===== src/rtl/noc_arb_pkg.sv =====
`default_nettype none
// ============================================================================
// Module      : noc_arb_pkg
// Description : Shared constants for the NoC output-stage arbiter: flit type
//               codes, default field widths and router port indices.
// Revision    : 1.0 - initial release
// ============================================================================
package noc_arb_pkg;

  // Default geometry of the arbiter
  localparam int DEF_NUM_PORTS = 5;
  localparam int DEF_LEN_W     = 12;
  localparam int DEF_FLIT_ID_W = 3;

  // Flit type codes carried on flit_id
  localparam logic [DEF_FLIT_ID_W-1:0] HEADER_ID = 3'b001;
  localparam logic [DEF_FLIT_ID_W-1:0] BODY_ID   = 3'b010;
  localparam logic [DEF_FLIT_ID_W-1:0] TAIL_ID   = 3'b011;

  // Router port indices (Local, North, East, West, South)
  localparam int PORT_L = 0;
  localparam int PORT_N = 1;
  localparam int PORT_E = 2;
  localparam int PORT_W = 3;
  localparam int PORT_S = 4;

endpackage
`default_nettype wire


===== src/rtl/noc_rr_timeout_arbiter_if.sv =====
`default_nettype none
// ============================================================================
// Module      : noc_rr_timeout_arbiter_if
// Description : Request/grant bundle between the router input ports and the
//               output-stage arbiter.
//   req         : per-port request
//   flit_id     : per-port flit type, port p at [p*FLIT_ID_W +: FLIT_ID_W]
//   length      : per-port packet length, port p at [p*LEN_W +: LEN_W]
//   grant       : registered one-hot grant (all-zero = idle)
//   grant_valid : OR of grant
//   grant_idx   : index of the granted port (0 when idle)
//   timeout_evt : one-cycle pulse when a still-requesting port times out
//   master = input-port side, slave = arbiter side
// Revision    : 1.0 - initial release
// ============================================================================
interface noc_rr_timeout_arbiter_if
  import noc_arb_pkg::*;
#(
  parameter int NUM_PORTS = DEF_NUM_PORTS,
  parameter int LEN_W     = DEF_LEN_W,
  parameter int FLIT_ID_W = DEF_FLIT_ID_W
);

  localparam int IDX_W = (NUM_PORTS > 1) ? $clog2(NUM_PORTS) : 1;

  logic [NUM_PORTS-1:0]           req;
  logic [NUM_PORTS*FLIT_ID_W-1:0] flit_id;
  logic [NUM_PORTS*LEN_W-1:0]     length;
  logic [NUM_PORTS-1:0]           grant;
  logic                           grant_valid;
  logic [IDX_W-1:0]               grant_idx;
  logic [NUM_PORTS-1:0]           timeout_evt;

  modport master (
    output req, flit_id, length,
    input  grant, grant_valid, grant_idx, timeout_evt
  );

  modport slave (
    input  req, flit_id, length,
    output grant, grant_valid, grant_idx, timeout_evt
  );

endinterface
`default_nettype wire


===== src/rtl/noc_port_timer.sv =====
`default_nettype none
// ============================================================================
// Module      : noc_port_timer
// Description : Per-port packet timer. Latches the packet length from every
//               header flit and counts cycles while the port keeps its grant.
//   clk, rst : clock, synchronous active-high reset
//   flit_id  : flit type of this port
//   length   : packet length of this port
//   run      : port is granted and kept this cycle (count advances)
//   timesup  : count >= limit
// Revision    : 1.0 - initial release
// ============================================================================
module noc_port_timer
  import noc_arb_pkg::*;
#(
  parameter int                   LEN_W     = DEF_LEN_W,
  parameter int                   FLIT_ID_W = DEF_FLIT_ID_W,
  parameter logic [FLIT_ID_W-1:0] HDR_ID    = HEADER_ID
) (
  input  wire logic                 clk,
  input  wire logic                 rst,
  input  wire logic [FLIT_ID_W-1:0] flit_id,
  input  wire logic [LEN_W-1:0]     length,
  input  wire logic                 run,
  output logic                      timesup
);

  logic [LEN_W-1:0] r_limit;
  logic [LEN_W-1:0] r_count;

  always_ff @(posedge clk) begin
    if (rst) begin
      r_limit <= '0;
      r_count <= '0;
    end else begin
      // A header updates the limit even mid-grant; the compare in this cycle
      // still sees the old value.
      if (flit_id == HDR_ID) begin
        r_limit <= length;
      end
      // Any cycle in which the port is not kept restarts the count, so a new
      // grantee always begins at zero. Saturate instead of wrapping.
      if (run) begin
        r_count <= (&r_count) ? r_count : r_count + LEN_W'(1);
      end else begin
        r_count <= '0;
      end
    end
  end

  // >= rather than == so a limit shrunk below the running count still fires
  assign timesup = (r_count >= r_limit);

endmodule
`default_nettype wire


===== src/rtl/noc_rr_timeout_arbiter.sv =====
`default_nettype none
// ============================================================================
// Module      : noc_rr_timeout_arbiter
// Description : N-port round-robin arbiter with per-port packet timeout for
//               the NoC router output stage. A grant is held while its port
//               keeps requesting and its timer has not expired.
//   clk, rst : clock, synchronous active-high reset
//   bus      : request/grant bundle (slave side), see the interface file
// Revision    : 1.0 - initial release
// ============================================================================
module noc_rr_timeout_arbiter #(
  parameter int                   NUM_PORTS = noc_arb_pkg::DEF_NUM_PORTS,
  parameter int                   LEN_W     = noc_arb_pkg::DEF_LEN_W,
  parameter int                   FLIT_ID_W = noc_arb_pkg::DEF_FLIT_ID_W,
  parameter logic [FLIT_ID_W-1:0] HEADER_ID = noc_arb_pkg::HEADER_ID
) (
  input  wire logic                clk,
  input  wire logic                rst,
  noc_rr_timeout_arbiter_if.slave  bus
);

  localparam int IDX_W = (NUM_PORTS > 1) ? $clog2(NUM_PORTS) : 1;

  logic [NUM_PORTS-1:0] r_grant;
  logic [IDX_W-1:0]     r_grant_idx;
  logic [IDX_W-1:0]     r_rr_ptr;
  logic [NUM_PORTS-1:0] r_timeout_evt;

  logic [NUM_PORTS-1:0] w_timesup;
  logic [NUM_PORTS-1:0] w_run;
  logic                 w_keep;
  logic [NUM_PORTS-1:0] w_scan;
  logic [NUM_PORTS-1:0] w_grant_nxt;
  logic [IDX_W-1:0]     w_idx_nxt;
  logic [IDX_W-1:0]     w_ptr_nxt;
  logic [NUM_PORTS-1:0] w_evt_nxt;
  logic                 w_found;
  logic [IDX_W-1:0]     w_pos;
  int                   w_sum;

  generate
    for (genvar p = 0; p < NUM_PORTS; p++) begin : g_port
      noc_port_timer #(
        .LEN_W     (LEN_W),
        .FLIT_ID_W (FLIT_ID_W),
        .HDR_ID    (HEADER_ID)
      ) u_timer (
        .clk     (clk),
        .rst     (rst),
        .flit_id (bus.flit_id[p*FLIT_ID_W +: FLIT_ID_W]),
        .length  (bus.length[p*LEN_W +: LEN_W]),
        .run     (w_run[p]),
        .timesup (w_timesup[p])
      );
    end
  endgenerate

  // Masking with the grant keeps an unrequested port's (possibly unknown)
  // timer state out of every decision.
  assign w_run  = r_grant & bus.req & ~w_timesup;
  assign w_keep = |w_run;

  // State register
  always_ff @(posedge clk) begin
    if (rst) begin
      r_grant       <= '0;
      r_grant_idx   <= '0;
      r_rr_ptr      <= '0;
      r_timeout_evt <= '0;
    end else begin
      r_grant       <= w_grant_nxt;
      r_grant_idx   <= w_idx_nxt;
      r_rr_ptr      <= w_ptr_nxt;
      r_timeout_evt <= w_evt_nxt;
    end
  end

  // Next-grant decision. While busy, rr_ptr already equals g+1, so a release
  // scan starting at rr_ptr with g masked out visits g+1 .. g-1; when idle
  // the mask is empty and the scan starts at rr_ptr as well.
  always_comb begin
    w_grant_nxt = r_grant;
    w_idx_nxt   = r_grant_idx;
    w_ptr_nxt   = r_rr_ptr;
    w_scan      = bus.req & ~r_grant;
    w_found     = 1'b0;
    w_sum       = 0;
    w_pos       = '0;
    if (!w_keep) begin
      w_grant_nxt = '0;
      w_idx_nxt   = '0;
      for (int i = 0; i < NUM_PORTS; i++) begin
        w_sum = int'(r_rr_ptr) + i;
        if (w_sum >= NUM_PORTS) begin
          w_sum = w_sum - NUM_PORTS;
        end
        w_pos = IDX_W'(w_sum);
        if (!w_found && w_scan[w_pos]) begin
          w_found     = 1'b1;
          w_grant_nxt = NUM_PORTS'(1) << w_pos;
          w_idx_nxt   = w_pos;
          w_ptr_nxt   = (w_sum == NUM_PORTS - 1) ? '0 : w_pos + IDX_W'(1);
        end
      end
    end
    // Only a release caused by the timer while the port still requests
    w_evt_nxt = r_grant & bus.req & w_timesup;
  end

  // Outputs straight from the registers
  always_comb begin
    bus.grant       = r_grant;
    bus.grant_valid = |r_grant;
    bus.grant_idx   = r_grant_idx;
    bus.timeout_evt = r_timeout_evt;
  end

endmodule
`default_nettype wire


===== src/flat_wrapper.sv =====
// flat-port wrapper written by rule: the top's interface ports become plain ports
module noc_rr_timeout_arbiter_flat 
#(
  parameter int                   NUM_PORTS = noc_arb_pkg::DEF_NUM_PORTS,
  parameter int                   LEN_W     = noc_arb_pkg::DEF_LEN_W,
  parameter int                   FLIT_ID_W = noc_arb_pkg::DEF_FLIT_ID_W,
  parameter logic [FLIT_ID_W-1:0] HEADER_ID = noc_arb_pkg::HEADER_ID
)
  (clk, rst, bus_req, bus_flit_id, bus_length, bus_grant, bus_grant_valid, bus_grant_idx, bus_timeout_evt);
  noc_rr_timeout_arbiter_if #(.NUM_PORTS(NUM_PORTS), .LEN_W(LEN_W), .FLIT_ID_W(FLIT_ID_W)) bus_i ();
  input  wire logic clk;
  input  wire logic rst;
  input wire logic [$bits(bus_i.req)-1:0] bus_req;
  input wire logic [$bits(bus_i.flit_id)-1:0] bus_flit_id;
  input wire logic [$bits(bus_i.length)-1:0] bus_length;
  output wire logic [$bits(bus_i.grant)-1:0] bus_grant;
  output wire logic [$bits(bus_i.grant_valid)-1:0] bus_grant_valid;
  output wire logic [$bits(bus_i.grant_idx)-1:0] bus_grant_idx;
  output wire logic [$bits(bus_i.timeout_evt)-1:0] bus_timeout_evt;
  assign bus_i.req = bus_req;
  assign bus_i.flit_id = bus_flit_id;
  assign bus_i.length = bus_length;
  assign bus_grant = bus_i.grant;
  assign bus_grant_valid = bus_i.grant_valid;
  assign bus_grant_idx = bus_i.grant_idx;
  assign bus_timeout_evt = bus_i.timeout_evt;
  noc_rr_timeout_arbiter #(.NUM_PORTS(NUM_PORTS), .LEN_W(LEN_W), .FLIT_ID_W(FLIT_ID_W), .HEADER_ID(HEADER_ID)) u_core (.clk(clk), .rst(rst), .bus(bus_i));
endmodule

===== config.mk =====
export PLATFORM = sky130hd
export DESIGN_NAME = noc_rr_timeout_arbiter_flat
export DESIGN_NICKNAME = d
export VERILOG_FILES = /design/src/rtl/noc_arb_pkg.sv /design/src/rtl/noc_rr_timeout_arbiter_if.sv /design/src/rtl/noc_port_timer.sv /design/src/rtl/noc_rr_timeout_arbiter.sv /design/src/flat_wrapper.sv
export SDC_FILE = /design/constraint.sdc
export NUM_CORES = 1
export LEC_CHECK = 0
export ABC_AREA = 1
export CAP_MARGIN = 10
export CORE_MARGIN = 2
export CORE_UTILIZATION = 50
export CTS_BUF_LIST = sky130_fd_sc_hd__clkbuf_16
export DETAILED_ROUTE_END_ITERATION = 12
export HOLD_SLACK_MARGIN = 0.05
export PLACE_DENSITY = 0.82
export SLEW_MARGIN = 20
export SYNTH_ARGS = -nofsm -noshare
export SYNTH_HDL_FRONTEND = slang
export SYNTH_SLANG_ARGS = --single-unit
export TNS_END_PERCENT = 30

===== constraint.sdc =====
create_clock -name clk -period 2.7 [get_ports clk]
set_clock_uncertainty 0.15 [all_clocks]
set_input_delay 0.54 -clock clk [delete_from_list [all_inputs] [get_ports clk]]
set_output_delay 0.54 -clock clk [all_outputs]
set_load 0.01 [all_outputs]

==> impl_metrics.ini, run 1 <==
[grt]
initial_antenna_violation_count = 0
grt_pass1_vias = 8281
wire_length_of_the_first_global_routing_pass_um = 38000
overflow = 0
grt.total_usage_pct = 25.2
grt_max_degree = 49

[run_status]
outcome = finished, violations left
failed_checks = negative setup slack

[synth]
yosysMostFrequentCell = sky130_fd_sc_hd__nand2_1
synth_top_cells_by_count = sky130_fd_sc_hd__nand2_1, sky130_fd_sc_hd__inv_1, sky130_fd_sc_hd__dfxtp_1
syn_area_per_cell_um2 = 7.03
postSynthNetCount = 1457
synth_top_area_share_pct = 30.5
netlist.top_cell.by_area = sky130_fd_sc_hd__dfxtp_1
synth_edf_count = 0
synthesis.yosys.warnings = 0
netlist_top_cells_area = sky130_fd_sc_hd__dfxtp_1, sky130_fd_sc_hd__ha_1, sky130_fd_sc_hd__nand2_1
synth-seq-cells = 136
ys.flop_type = sky130_fd_sc_hd__dfxtp_1
synth-seq-area-share_pct = 30.5
synth.cell_area_um2 = 8920
syn_inst = 1269
ys_async_sr_fraction_pct = 0
yosys.cell_types.count = 42

[setup_path]
cp_cell_sequence = inv_4, buf_6, ha_2, buf_4, nand2_2, nand2_2, inv_1, nand2_1, nand2_1, buf_4, nand2_1, o211ai_1, nand3_1, nand2_1, inv_2, nand3_4, buf_4, inv_2, nand2_1, nand2_1, nor2_1, nor2_1
setup.worst_path.end_class = register
critical_path.most_common_cell = sky130_fd_sc_hd__nand2_1
max_stage_delay_ns = 0.37
reg2reg_launch_point = u_core.r_rr_ptr[1]
worstPathRequired_ns = 2.86
crit_path_start_kind = register
critical_path.startpoint = u_core.r_rr_ptr[1]
timing.critical_path.slowest_stage_cell = sky130_fd_sc_hd__dfxtp_2
crit_arrival_ns = 2.88
cp_max_fanout = 8
critical_path_class = reg2reg
timing.critical_path.buf_inv = 8
crit_path_leading_delay_family = simple AND/OR/NAND/NOR gates

[detailed_routing]
drt-wirelength-per-cell_um = 14.5
via_count = 9036
detailedRoute.firstPassIterationCount = 5
dr.first_iter.drc_count = 832
wl_met2_um = 11800
route.layer.met1.wl_um = 10700
routed_via_density = 5.35
met3_wire_length_um = 1360
drt_wl_total_um = 24500
post_drt_antenna_nets = 0
drc = 0
topRoutingLayerUsed = met4

[clocking]
cts.sink_count = 136
cts.reportedPaths.clkPinSlew_ns = 0.06
clock_path_buffers = 2
clock_latency_ns = 0.43
cts_tree = built
clockRootBuffer = sky130_fd_sc_hd__clkbuf_16
cts.hold.buffers_added = 0
cts_htree_levels = 4
cts-buffers-inserted = 17

[hold_path]
hp-start = u_core.g_port[2].u_timer.r_limit[3]
worst_hold_path_type = reg2reg

[run]
cap_violations = 0

[cells_and_area]
design.final.nets = 1639
fin_util_pct = 67.5
layout-area-overhead-vs-synth_pct = 31.5
antennaDiodeCount = 0
drive_gt1_share_pct = 16.4

[placement]
finalWeightedCongestion = 0.973
port-buffer-count = 95
dp_hpwl_um = 17800

[floorplan]
ios = 96
floorplan.initialDensity_pct = 51.4
floorplan.die_area_um2 = 18900
core_um2 = 17400
x_dimension_of_the_die_um = 138
die_span_in_y_um = 138
rows = 48

[sta]
hold_vio_cnt_final = 0
timing_worst_slew_pin_value_ns = 0.510
final-setup-viol-count = 2
final_hold_slack_ns = 0.307
unrepaired_setup_endpoints_after_global_routing = true
period_share_pct = 101
layout_min_cycle_time_ns = 2.72
slew_violations = 0
maxSlewHeadroom_pct = 65.7
final.setup.worst_slack_ns = -0.0216
fmax_mhz = 367

[power]
power_density_nw_per_um2 = 1010
ir_worst_vdd_mv = 0.631
power.leakage_nw = 5.19
[layer usage]
layer	global-route usage, %	vias to the layer above
li1	-	4558
met1	31.6	4127
met2	44.1	294
met3	3.75	57
met4	8.13	0
met5	0	-
[kinds of logic (layout without fill, tap and decap cells)]
kind of cell             Yosys count  after routing  synth area share [%]
adder cells (fa/ha/maj)          106            106                  15.0
flip-flops                       136            136                  30.5
AND/OR/NAND/NOR                  498            499                  26.0
AO/OA/AOI/OAI                    265            265                  15.8
XOR/XNOR                          25             25                  2.46
buffers and inverters            239            433                  10.3
[cell usage in the layout, fill, tap and decap left out, drive strengths merged, types with 2 or more instances in the layout]
cell             n
nand3           88
inv            208
o22ai            2
nand2          225
a21o             4
o21ai          105
or2              7
ha             105
a31oi            8
clkinvlp         4
xor2            14
clkinv           7
clkdlybuf4s50   95
nand4           34
dfxtp          136
o211ai           4
o31ai            3
nor3            21
nor2           113
or3b             5
nor4             5
a21oi          132
a211oi           5
xnor2           11
buf             99
bufinv           3
clkbuf          17
[repair_timing]
item                                    in CTS  in global routing
pin swaps                                   13                 31
cloned                                       1                  0
buffers inserted                             6                 12
resized for setup                           21                 67
endpoints found under the setup margin      10                 11
[path summary, 6_finish.rpt]
| path | to | slack [ns] | cells past startpoint |
|---|---|---|---|
| max | u_core.bus.grant[4] | -0.02 | 22 |
| min reg2reg | u_core.g_port[2].u_timer.r_limit[3] | 0.31 | 2 |
| max reg2reg | u_core.bus.grant[4] | -0.02 | 22 |
| min | u_core.g_port[2].u_timer.r_limit[3] | 0.31 | 2 |
[sequential cells by signal, indices dropped and copies added, names as in the netlist]
name	cells
u_core.g_port.u_timer.r_count	60
u_core.bus.grant	5
u_core.g_port.u_timer.r_limit	60
u_core.bus.timeout_evt	5
u_core.bus.grant_idx	3
u_core.r_rr_ptr	3
[per-stage QoR]
step | setup WS, ns | power (mW) | instances | setup TNS (ns) | cell area [µm²]
final | -0.0216 | 11.9 | 1689 | -0.0267 | 11700
after global routing | -0.115 | 12.6 | 1689 | -0.703 | 11700
after CTS | 0.00385 | 10.9 | 1677 | 0 | 11400
after detailed placement | -0.140 | 8.22 | 1638 | -1.12 | 10600
after global placement | -0.125 | 8.15 | 1638 | -0.983 | 10600
after floorplan | 0.0393 | 6.01 | 1269 | 0 | 8930
[worst min-delay path, stage by stage (launching register included)]
cell	delay [ns]
sky130_fd_sc_hd__dfxtp_1	0.30
sky130_fd_sc_hd__inv_1	0.06
sky130_fd_sc_hd__a21oi_1	0.05
[area by class of cell]
| class | instances | area [µm²] |
|---|---|---|
| multi-input cells | 895 | 5610 |
| inverters | 207 | 785 |
| clock buffers | 17 | 425 |
| well taps | 225 | 282 |
| fillers | 1362 | 5630 |
| repair buffers | 194 | 1730 |
| flip-flops and latches | 136 | 2730 |
| clock inverters | 15 | 160 |
[report_power, final]
part	switching (mW)	internal (mW)	total [mW]
clock	0.885	1.43	2.32
sequential	0.0707	2.13	2.20
combinational	4.24	3.14	7.38
Note: power is estimated with default switching activity, not from simulation.
==> inputs of run 2 (changes only) <==
ABC_AREA = unset   (was 1)
==> run 2 against run 1 <==
Against the previous run:
- the run still ends with negative setup slack left
- die area shrank 2.6%
- area after synthesis shrank 2.7%
- critical path depth shrank 8
- routed wire length is essentially flat
- global-route usage grew 2.3 points
- fmax shrank 17%
- combinational power shrank 21%
- sequential share of layout area shrank 0.83 points
- utilization grew 3.6 points
- via count shrank 4.1%
- critical path type unchanged
==> impl_metrics.ini, run 2 <==
[floorplan]
x_dimension_of_the_die_um = 136
core_um2 = 17100
ios = 96
floorplan.die_area_um2 = 18400
rows = 48
floorplan.initialDensity_pct = 50.7
die_span_in_y_um = 136

[placement]
finalWeightedCongestion = 0.984
dpl_worst_slack_ns = -0.733
dp_hpwl_um = 18800
port-buffer-count = 95

[power]
power.leakage_nw = 5.18
p_comb_share_pct = 56.8
ir_worst_vdd_mv = 0.624
power_frac_clock_pct = 21.9
pwr-share-seq_pct = 21.3
power_density_nw_per_um2 = 838
power_switching_share_pct = 37.9
intPower_mw = 6.34
switchingPower_mw = 3.86

[hold_path]
worst_hold_path_type = in2reg
hp-start = rst
min_delay_path_depth = 2
min_delay_worst_endpoint = u_core.bus.timeout_evt[3]

[setup_path]
crit_arrival_ns = 3.45
worstPathRequired_ns = 2.86
cp_max_fanout = 5
r2r-end = u_core.bus.grant[3]
critical_path_class = reg2reg
worst-r2r-setup-slack_ns = -0.59
crit_path_start_kind = register
reg2reg_depth = 14
setup.worst_path.end_class = register
reg2reg_launch_point = u_core.r_rr_ptr[0]
critical_path.startpoint = u_core.r_rr_ptr[0]

[clocking]
clockRootBuffer = sky130_fd_sc_hd__clkbuf_16
cts.reportedPaths.clkPinSlew_ns = 0.06
cts.sink_count = 136
clock_path_buffers = 2
clock_latency_ns = 0.43
cts_tree = built
cts_htree_levels = 4
cts-buffers-inserted = 17

[grt]
overflow = 0
grt_pass1_vias = 8669
grt.total_usage_pct = 27.5
grt_max_degree = 30
wire_length_of_the_first_global_routing_pass_um = 40500
initial_antenna_violation_count = 0

[synth]
netlist.top_cell.by_area = sky130_fd_sc_hd__dfxtp_1
synthesis.yosys.warnings = 0
synth_edf_count = 0
netlist_top_cells_area = sky130_fd_sc_hd__dfxtp_1, sky130_fd_sc_hd__ha_1, sky130_fd_sc_hd__nor2_1
yosysMostFrequentCell = sky130_fd_sc_hd__nor2_1
syn_area_per_cell_um2 = 8.00
synth_top_area_share_pct = 31.4
synth-seq-cells = 136
synth-seq-area-share_pct = 31.4
ys_async_sr_fraction_pct = 0
synth_top_cells_by_count = sky130_fd_sc_hd__nor2_1, sky130_fd_sc_hd__dfxtp_1, sky130_fd_sc_hd__ha_1
postSynthNetCount = 1273
syn_inst = 1085
synth.cell_area_um2 = 8680
ys.flop_type = sky130_fd_sc_hd__dfxtp_1
yosys.cell_types.count = 77

[cells_and_area]
drive_gt1_share_pct = 22.0
reg_top3 = u_core.g_port.u_timer.r_count: 60 flops, u_core.g_port.u_timer.r_limit: 60 flops
antennaDiodeCount = 0
layout_common_cells = sky130_fd_sc_hd__nor2_1, sky130_fd_sc_hd__buf_4, sky130_fd_sc_hd__dfxtp_1
layout-area-overhead-vs-synth_pct = 40.3
design.final.nets = 1555

[sta]
unrepaired_setup_endpoints_after_global_routing = true
final.setup.worst_slack_ns = -0.591
fmax_mhz = 304
final-setup-viol-count = 12
slew_violations = 0
period_share_pct = 122
layout_min_cycle_time_ns = 3.29
maxSlewHeadroom_pct = 60.5
timing_worst_slew_pin_value_ns = 0.588
timing.setup.tns_ns = -5.70
hold_vio_cnt_final = 0

[run_status]
outcome = finished, violations left
failed_checks = negative setup slack

[detailed_routing]
drc = 0
routed_via_density = 5.40
dr.first_iter.drc_count = 613
via_count = 8667
detailedRoute.firstPassIterationCount = 6
post_drt_antenna_nets = 0
drt_wl_total_um = 24500
drt-wirelength-per-cell_um = 15.3

[run]
cap_violations = 0
## run 2: changes by cell type after synthesis, moves of 14 or more
cell                       previous run  this run
sky130_fd_sc_hd__inv_1              197        88
sky130_fd_sc_hd__nor3b_1              0        14
sky130_fd_sc_hd__o21ai_0             93        27
sky130_fd_sc_hd__nand2b_1             0        18
sky130_fd_sc_hd__a21oi_1            132        96
sky130_fd_sc_hd__nor2_1             108       201
sky130_fd_sc_hd__nand2_1            213        61
sky130_fd_sc_hd__mux2i_1              0        17
sky130_fd_sc_hd__and3_1               0        19
sky130_fd_sc_hd__nand3_1             80        37
sky130_fd_sc_hd__nand4_1             31        14
## run 2: per-layer routing
metal | track usage (%) | vias up | routed length [µm]
met5 | 0 | - | 0
met3 | 6.14 | 60 | 1380
li1 | - | 4325 | -
met2 | 46.2 | 261 | 11700
met4 | 10.5 | 0 | 713
met1 | 34.2 | 4021 | 10800
## run 2: layout make-up
type / instances / area [µm²]
Multi-Input combinational cell: 821 / 5760
Fill cell: 1346 / 4940
Sequential cell: 136 / 2730
Timing Repair Buffer: 298 / 2480
Clock buffer: 17 / 425
Inverter: 93 / 359
Tap cell: 225 / 282
Clock inverter: 15 / 138
## run 2: worst max-delay path, cell delays in order (launching register included)
cell	delay [ns]
sky130_fd_sc_hd__dfxtp_4	0.37
sky130_fd_sc_hd__inv_6	0.05
sky130_fd_sc_hd__ha_4	0.16
sky130_fd_sc_hd__fa_2	0.35
sky130_fd_sc_hd__a21boi_4	0.16
sky130_fd_sc_hd__mux2i_2	0.22
sky130_fd_sc_hd__mux4_2	0.55
sky130_fd_sc_hd__o21ai_4	0.28
sky130_fd_sc_hd__nand2b_4	0.21
sky130_fd_sc_hd__a211oi_4	0.06
sky130_fd_sc_hd__buf_6	0.16
sky130_fd_sc_hd__buf_4	0.12
sky130_fd_sc_hd__a21oi_2	0.10
sky130_fd_sc_hd__and3_1	0.18
sky130_fd_sc_hd__o21ai_1	0.06
## run 2: cells by family (layout without fill, tap and decap cells)
kind of cell | after synthesis | in the layout | synth area share [%]
AND/OR/NAND/NOR | 430 | 430 | 23.6
AO/OA/AOI/OAI | 219 | 219 | 16.5
flip-flops | 136 | 136 | 31.4
buffers and inverters | 128 | 423 | 5.72
adder cells (fa/ha/maj) | 106 | 106 | 15.4
XOR/XNOR | 44 | 44 | 4.53
multiplexers | 22 | 22 | 2.93
## run 2: worst max path at each step
stage | end | cells after the start
global placement | u_core.r_rr_ptr[0] | 12
floorplan | u_core.bus.grant[2] | 13
global route | u_core.r_rr_ptr[0] | 16
detailed placement | u_core.r_rr_ptr[0] | 12
finish | u_core.bus.grant[3] | 14
CTS | u_core.r_rr_ptr[0] | 12
## run 2: metrics by stage
step,cells,utilization (%),power [mW],hold slack (ns),instance area [µm²]
finish,1605,71.1,10.2,0.319,12200
global placement,1552,65.4,7.14,0.337,11200
global route,1605,71.1,10.8,0.342,12200
detailed placement,1552,65.4,7.20,0.346,11200
CTS,1601,70.3,9.91,0.315,12000
floorplan,1085,-,4.89,0.317,8730
## run 2: power by group through the flow
stage | clock, mW | sequential, mW | combinational, mW
final | 2.24 | 2.17 | 5.80
after global routing | 2.36 | 2.18 | 6.23
after CTS | 2.26 | 2.17 | 5.48
after detailed placement | 0 | 2.20 | 5.00
after global placement | 0 | 2.20 | 4.93
after floorplan | 0 | 2.21 | 2.68
## run 2: timing repair
item	in CTS	in global routing
pin swaps	16	12
endpoints found under the hold margin	0	0
cloned	0	0
setup buffers	17	4
setup endpoints to repair	19	28
hold buffers	0	0
resized for setup	28	22
